### config.mk
export PLATFORM = sky130hd
export DESIGN_NAME = divider_seq_8_bit
export DESIGN_NICKNAME = d
export VERILOG_FILES = /design/src/rtl/divider_seq_8_bit.sv
export SDC_FILE = /design/constraint.sdc
export NUM_CORES = 1
export LEC_CHECK = 0
export CORE_ASPECT_RATIO = 1.1
export CORE_MARGIN = 3
export CORE_UTILIZATION = 53
export CTS_CLUSTER_SIZE = 25
export DETAILED_ROUTE_END_ITERATION = 12
export PLACE_DENSITY = 0.79
export RECOVER_POWER = 100
export SLEW_MARGIN = 10
export SYNTH_ARGS = -nofsm -noshare
export SYNTH_HDL_FRONTEND = slang
export SYNTH_SLANG_ARGS = --single-unit
export TNS_END_PERCENT = 5
### constraint.sdc
create_clock -name clk -period 3.6 [get_ports clk]
set_clock_uncertainty 0.2 [all_clocks]
set_input_delay 0.54 -clock clk [delete_from_list [all_inputs] [get_ports clk]]
set_output_delay 0.54 -clock clk [all_outputs]
set_load 0.05 [all_outputs]
### src/rtl/divider_seq_8_bit.sv
// Sequential unsigned restoring divider: one quotient bit per clock by trial subtraction,
// with a start/busy/done handshake and registered quotient, remainder and div_by_zero.
module divider_seq_8_bit #(
    parameter int unsigned WIDTH = 8
) (
    input  logic             clk,
    input  logic             rst_n,
    input  logic             start,
    input  logic [WIDTH-1:0] dividend,
    input  logic [WIDTH-1:0] divisor,
    output logic             busy,
    output logic             done,
    output logic [WIDTH-1:0] quotient,
    output logic [WIDTH-1:0] remainder,
    output logic             div_by_zero
);

    localparam int unsigned CNT_W = (WIDTH > 1) ? $clog2(WIDTH) : 1;

    typedef enum logic [1:0] {
        IDLE = 2'd0,
        RUN  = 2'd1,
        DONE = 2'd2
    } state_t;

    state_t state, state_nxt;

    logic [WIDTH-1:0] q_reg, q_nxt;
    logic [WIDTH:0]   r_reg, r_nxt;
    logic [WIDTH-1:0] d_reg, d_nxt;
    logic [CNT_W-1:0] cnt, cnt_nxt;

    logic             busy_nxt, done_nxt, dbz_nxt;
    logic [WIDTH-1:0] quotient_nxt, remainder_nxt;

    logic             div_zero;
    logic [WIDTH:0]   shifted, trial, r_step;
    logic [WIDTH-1:0] q_step;

    // One restoring step: shift in the next dividend bit and try to subtract the divisor.
    always_comb begin
        div_zero = (divisor == '0);
        shifted  = {r_reg[WIDTH-1:0], q_reg[WIDTH-1]};
        trial    = shifted - {1'b0, d_reg};
        r_step   = trial[WIDTH] ? shifted : trial;
        q_step   = {q_reg[WIDTH-2:0], ~trial[WIDTH]};
    end

    always_ff @(posedge clk or negedge rst_n) begin
        if (!rst_n) begin
            state <= IDLE;
        end else begin
            state <= state_nxt;
        end
    end

    // Next state: a start is accepted from IDLE and from DONE (back-to-back divides).
    always_comb begin
        state_nxt = state;
        case (state)
            IDLE: begin
                if (start) begin
                    state_nxt = div_zero ? DONE : RUN;
                end
            end
            RUN: begin
                if (cnt == '0) begin
                    state_nxt = DONE;
                end
            end
            DONE: begin
                if (start) begin
                    state_nxt = div_zero ? DONE : RUN;
                end else begin
                    state_nxt = IDLE;
                end
            end
            default: state_nxt = IDLE;
        endcase
    end

    // Datapath and output next values; results only move on the edge that enters DONE.
    always_comb begin
        q_nxt         = q_reg;
        r_nxt         = r_reg;
        d_nxt         = d_reg;
        cnt_nxt       = cnt;
        quotient_nxt  = quotient;
        remainder_nxt = remainder;
        dbz_nxt       = div_by_zero;
        busy_nxt      = (state_nxt == RUN);
        done_nxt      = (state_nxt == DONE);
        case (state)
            IDLE, DONE: begin
                if (start) begin
                    if (div_zero) begin
                        quotient_nxt  = '1;
                        remainder_nxt = dividend;
                        dbz_nxt       = 1'b1;
                    end else begin
                        q_nxt   = dividend;
                        r_nxt   = '0;
                        d_nxt   = divisor;
                        cnt_nxt = CNT_W'(WIDTH - 1);
                    end
                end
            end
            RUN: begin
                q_nxt   = q_step;
                r_nxt   = r_step;
                cnt_nxt = cnt - CNT_W'(1);
                if (cnt == '0) begin
                    quotient_nxt  = q_step;
                    remainder_nxt = r_step[WIDTH-1:0];
                    dbz_nxt       = 1'b0;
                end
            end
            default: ;
        endcase
    end

    always_ff @(posedge clk or negedge rst_n) begin
        if (!rst_n) begin
            q_reg       <= '0;
            r_reg       <= '0;
            d_reg       <= '0;
            cnt         <= '0;
            busy        <= 1'b0;
            done        <= 1'b0;
            quotient    <= '0;
            remainder   <= '0;
            div_by_zero <= 1'b0;
        end else begin
            q_reg       <= q_nxt;
            r_reg       <= r_nxt;
            d_reg       <= d_nxt;
            cnt         <= cnt_nxt;
            busy        <= busy_nxt;
            done        <= done_nxt;
            quotient    <= quotient_nxt;
            remainder   <= remainder_nxt;
            div_by_zero <= dbz_nxt;
        end
    end

endmodule

==> flow_summary.yaml <==
outcome:
  status: "finished, violations left"
  violations: "max-capacitance violations, max-slew violations"
synthesis:
  syn_nets: 284
  ys_seq_area_frac: 0.498
  ys_seq_elements: 48
  synth_edf_count: 0
  synth_top_family_by_area: "simple AND/OR/NAND/NOR gates"
  synthArstFlopShare: 1.00
  synth_warnings: 0
  syn_area_mm2: 0.00241
  synth_fa_ha_area_frac: 0.0602
  yosys_most_used_dff: "dfrtp_1"
  muxShareOfSynthArea: 0.0337
  synthCells: 254
  synth-compound-area-share: 0.167
  synth_cell_types: 40
  syn_avg_cell_area_um2: 9.49
  synthSimpleGateAreaFrac: 0.173
  synth_xor_area_frac: 0.0218
clocking:
  clk_path_buf_depth: 2
  cts.sink_count: 48
  cts_buffers: 5
  clk_pin_slew_worst_paths_ns: 0.08
  root_buffer: "clkbuf_8"
  insertion_delay_ns: 0.30
  post_cts_buffers: 0
  cts_tree: "done"
  postCtsResizedCells: 0
  ctsHoldBuffers: 0
  htree_levels: 2
timing:
  finalMaxSlewViolations: 49
  fin_setup_tns_ns: 0
  min_period_ns: 3.12
  setup-violations-final: 0
  rsz0062_at_grt: "no"
  hold_viol_final: 0
  fmax_ghz: 0.321
  period_share: 0.867
  slew_headroom: -0.708
  worst_pin_slew_ns: 2.56
finish:
  fin_cells: 345
  final_nets: 320
  multiInputGateArea_mm2: 0.00108
  fin_area_mm2: 0.00288
  fin_util: 0.662
  antennaDiodeCount: 0
  area_delta_synth_final_pct: 19.4
  fillers: 365
  regArea_mm2: 0.00120
  drive_above_1_share: 0.0550
worst_hold_path:
  worstHoldPathType: "reg2reg"
  holdPathStages: 1
  hold_start: "cnt[0]"
  whs_endpoint: "cnt[0]"
setup_path:
  reg2reg_depth: 11
  worst-r2r-setup-slack_ns: 0.78
  reg2reg_from: "q_reg[7]"
  path_delay_family: "compound AO/OA/AOI/OAI gates"
  critical_path.cell_chain: "dlygate4sd3_1 > or4_1 > o21ai_1 > and3_1 > a31oi_1 > o31ai_1"
  required_ns: 3.60
  cpMaxStageDelayCell: "o21ai_1"
  start_kind: "primary input"
  arrival_ns: 3.11
  endpoint_kind: "register"
  crit_type: "in2reg"
  critPathBufInv: 1
  worstPathMaxFanout: 19
  worstReg2RegEnd: "r_reg[1]"
  max_stage_delay_ns: 1.03
detailed_routing:
  totalWireLength_mm: 5.60
  drt-met1-wl_mm: 2.48
  drc_errors: 0
  wire_per_inst_um: 16.2
  viasPerCell: 5.72
  drt_iter0_markers: 165
  dr.pass1.iters: 4
  vias: 1975
  met3_length_um: 275
  ant_nets: 0
  wl_met2_mm: 2.75
  top_layer_used: "met4"
placement:
  io_buffers: 37
  dp_cells: 337
  gp_congestion: 0.839
  placed_area_mm2: 0.00282
  hpwl_mm: 4.02
global_routing:
  overflow: 0
  grt_pass1_wl_mm: 10.0
  track_usage: 0.233
  grt_pass1_vias: 2032
  grt_max_degree: 49
  antenna_found_initial: 0
power:
  comb_power_share: 0.610
  p_per_area_mw_per_mm2: 1130
  internal_power_mw: 1.69
  p_sw_mw: 1.55
  p_leak_nw: 1.25
  clkPwrFrac: 0.101
  vdd_drop_max_mv: 0.484
  seq_power_share: 0.289
  switching_share: 0.478
flow_run:
  maxCapViolations: 1
floorplan:
  core_area_mm2: 0.00435
  die_w_um: 70.3
  num_rows: 25
  boundaryPins: 38
  start_util: 0.554
  dieArea_mm2: 0.00539
  die_height_um: 76.7
power groups by stage:
stage	Combinational (mW)	Clock [mW]	Sequential, mW
finish	1.98	0.329	0.935
global route	2.20	0.360	0.966
CTS	2.04	0.337	0.940
detailed placement	2.02	0	0.948
global placement	1.97	0	0.938
floorplan	1.22	0	1.22
layout make-up:
cell class	instances	share of cell area
timing repair buffer	42	0.137
tap	54	0.0235
inverter	12	0.0157
sequential	48	0.417
clock buffer	8	0.0313
multi-input combinational	181	0.375
cells in the mapped netlist (2+ instances only):
master	instances	share of area
inv_1	12	0.019
nand2_1	31	0.048
nand2b_1	2	0.0052
nor2_1	34	0.053
a221oi_1	6	0.022
o21ai_2	2	0.0073
nor3_1	2	0.0042
a21oi_1	16	0.033
xnor2_1	3	0.011
a31oi_1	9	0.023
dfrtp_1	48	0.50
o21ai_0	20	0.042
buf_2	4	0.0083
xor2_1	3	0.011
nor2b_1	4	0.010
nand3_1	9	0.019
or4_1	2	0.0062
and2_1	2	0.0052
ha_1	10	0.052
nand2_2	2	0.0052
mux2i_1	7	0.029
nor2_2	2	0.0052
clkbuf_1	7	0.011
how the worst max path moves through the flow:
stage               start      endpoint  cells past startpoint
2_1_floorplan    q_reg[7]  remainder[0]                     10
3_3_place_gp   divisor[7]      r_reg[7]                      6
3_5_place_dp   divisor[7]      r_reg[7]                      6
4_1_cts          q_reg[7]      r_reg[1]                     11
5_1_grt        divisor[7]      r_reg[7]                      6
6_report       divisor[7]      r_reg[7]                      6
metal layers:
layer | track usage | vias up
li1 | - | 949
met1 | 0.314 | 958
met2 | 0.381 | 60
met3 | 0.0406 | 8
met4 | 0.0728 | 0
met5 | 0 | -
metrics by stage:
stage	worst slack, ns	hold WS [ns]	power, mW
global placement	0.716	0.262	2.91
floorplan	1.10	0.0444	2.44
global route	0.316	0.339	3.52
CTS	0.834	0.267	3.32
finish	0.480	0.287	3.24
detailed placement	0.675	0.269	2.97
cell usage in the layout, fill, tap and decap left out, types with 2 or more instances in the layout:
cell type,n
clkbuf_1,5
inv_1,12
xnor2_1,3
nand2_1,32
nand3_1,9
a31oi_1,9
nor2b_1,4
a221oi_1,6
buf_4,3
xor2_1,3
or4_1,2
ha_1,10
dfrtp_1,48
dlygate4sd3_1,20
nor2_1,35
clkbuf_8,6
nand2b_1,2
a21oi_1,16
nor3_1,2
o21ai_0,20
mux2i_1,7
and2_1,2
clkdlybuf4s50_1,16
cells by family after synthesis:
logic type | count (synthesis)
buf+inv | 25
flops | 48
compound gates | 63
fa+ha+maj | 11
simple gates | 93
xor+xnor | 6
mux | 8
worst register-to-register path: cells and delay by family, from the launching register on:
| family | cells | cell delay [ns] |
|---|---|---|
| adders and majority gates | 2 | 0.55 |
| and+or+nand+nor | 2 | 0.27 |
| buffers and inverters | 3 | 0.34 |
| AOI/OAI and AO/OA | 2 | 0.45 |
| muxes | 2 | 0.48 |
| DFF | 1 | 0.38 |
Power figures use the tool's default switching activity.
==> variant, RTL diff (same flow settings) <==
Re-encode `state_t` (3 states) as one-hot, 3 bits wide.
--- a/src/rtl/divider_seq_8_bit.sv
+++ b/src/rtl/divider_seq_8_bit.sv
@@ -17,10 +17,10 @@
 
     localparam int unsigned CNT_W = (WIDTH > 1) ? $clog2(WIDTH) : 1;
 
-    typedef enum logic [1:0] {
-        IDLE = 2'd0,
-        RUN  = 2'd1,
-        DONE = 2'd2
+    typedef enum logic [2:0] {
+        IDLE = 3'b001,
+        RUN  = 3'b010,
+        DONE = 3'b100
     } state_t;
 
     state_t state, state_nxt;
Formal check against the unedited RTL: no difference found for any inputs over 10 cycles, from zero or initial values and one cycle with rst_n low; not proved beyond that.
==> variant against the unedited design <==
The run still ends with capacitance limit, slew limit left; power down 11%; area after synthesis grew 2.2%; count of clock-buffer cells in the layout shrank 2; design area is 1.8% higher; largest power group unchanged; routed wire length shrank 2.4%; largest cell class unchanged; sequential cell count rose by 1; setup slack got worse by 0.025 ns; highest routed layer unchanged.
==> variant: results <==
group,metric,value,unit
status,status,"finished with violations",
status,failed_checks,"capacitance limit, slew limit",
place,portBuffers,37,
run,drv_cap,1,
setup_path,cp_slowest_cell,"and2_0",
setup_path,worst-path-max-fanout,9,
place,pre_cts_ws,0.6377,ns
synth,post_synth.cell_area_avg,9.363,µm²
place,placed_cell_area,2867,µm²
place,place_inst,345,
pwr,seq_cell_power,0.000942,W
synth,synth_top_cells_by_count,"48 x dfrtp_1, 44 x nand2_1, 26 x o21ai_0",
routing,first_iter_violations,99,
global_routing,grt_start_max_net_pins,50,
final_layout,layout.nets,328,
setup_path,rrSetupSlack,0.45,ns
timing,relSlewSlack,-0.7326,
timing,drv_slew,50,
setup_path,crit_arrival,3.13,ns
pwr,intPower,0.001519,W
global_routing,grt_pass1_wl,9356,µm
final_layout,layout-drive-gt1-share,0.04348,
pwr,p_per_area,982.8,nW/µm²
pwr,ir_drop,0.4707,mV
timing,whs,0.2875,ns
place,dp_hpwl,3949,µm
pwr,p_leak,1.282,nW
routing,vias_per_cell,5.521,
routing,wire_per_inst,15.46,µm
routing,wl,5458,µm
setup_path,rr_worst_depth,10,
timing,max_freq,318.0,MHz
variant: cell types whose count changed after synthesis, sizes merged, moves of 3 or more:
cell and delta:
nor2 -18, nand3 +14, nand2 +12, a21oi -6, a221oi -5, o21ai +4, a31oi -3, buf -3
clkbuf +3, o22ai +3
variant: worst min-delay path by stage:
stage | startpoint | to | cells after the start
floorplan | rst_n | busy$_DFF_PN0_ | 0
detailed placement | cnt[0]$_DFFE_PN0P_ | cnt[0]$_DFFE_PN0P_ | 1
finish | cnt[0]$_DFFE_PN0P_ | cnt[0]$_DFFE_PN0P_ | 1
CTS | rst_n | d_reg[5]$_DFFE_PN0P_ | 1
global placement | cnt[0]$_DFFE_PN0P_ | cnt[0]$_DFFE_PN0P_ | 1
global route | cnt[0]$_DFFE_PN0P_ | cnt[0]$_DFFE_PN0P_ | 1
variant: layout make-up:
class,instances,area (µm²)
Tap cell,54,67.56
Fill cell,377,1450
Multi-Input combinational cell,188,1120
Timing Repair Buffer,41,382.9
Inverter,13,48.80
Clock inverter,2,10.01
Sequential cell,49,1227
Clock buffer,6,72.57
variant: kinds of logic (layout without fill, tap and decap cells):
kind of cell             after synthesis  in the layout  synth area share
XOR/XNOR                               6              6           0.02135
buffers and inverters                 26             62           0.04370
flip-flops                            49             49            0.4985
AND/OR/NAND/NOR                      101            101            0.1850
multiplexers                          11             11           0.04726
adder cells (fa/ha/maj)               11             11           0.05894
AO/OA/AOI/OAI                         59             59            0.1453
variant: routing by layer:
metal / track usage / part of all wire / wire length [µm]
met1: 0.2868 / 0.47 / 2558
met2: 0.3525 / 0.48 / 2634
met3: 0.04793 / 0.036 / 196
met4: 0.05075 / 0.013 / 69
met5: 0 / 0 / 0
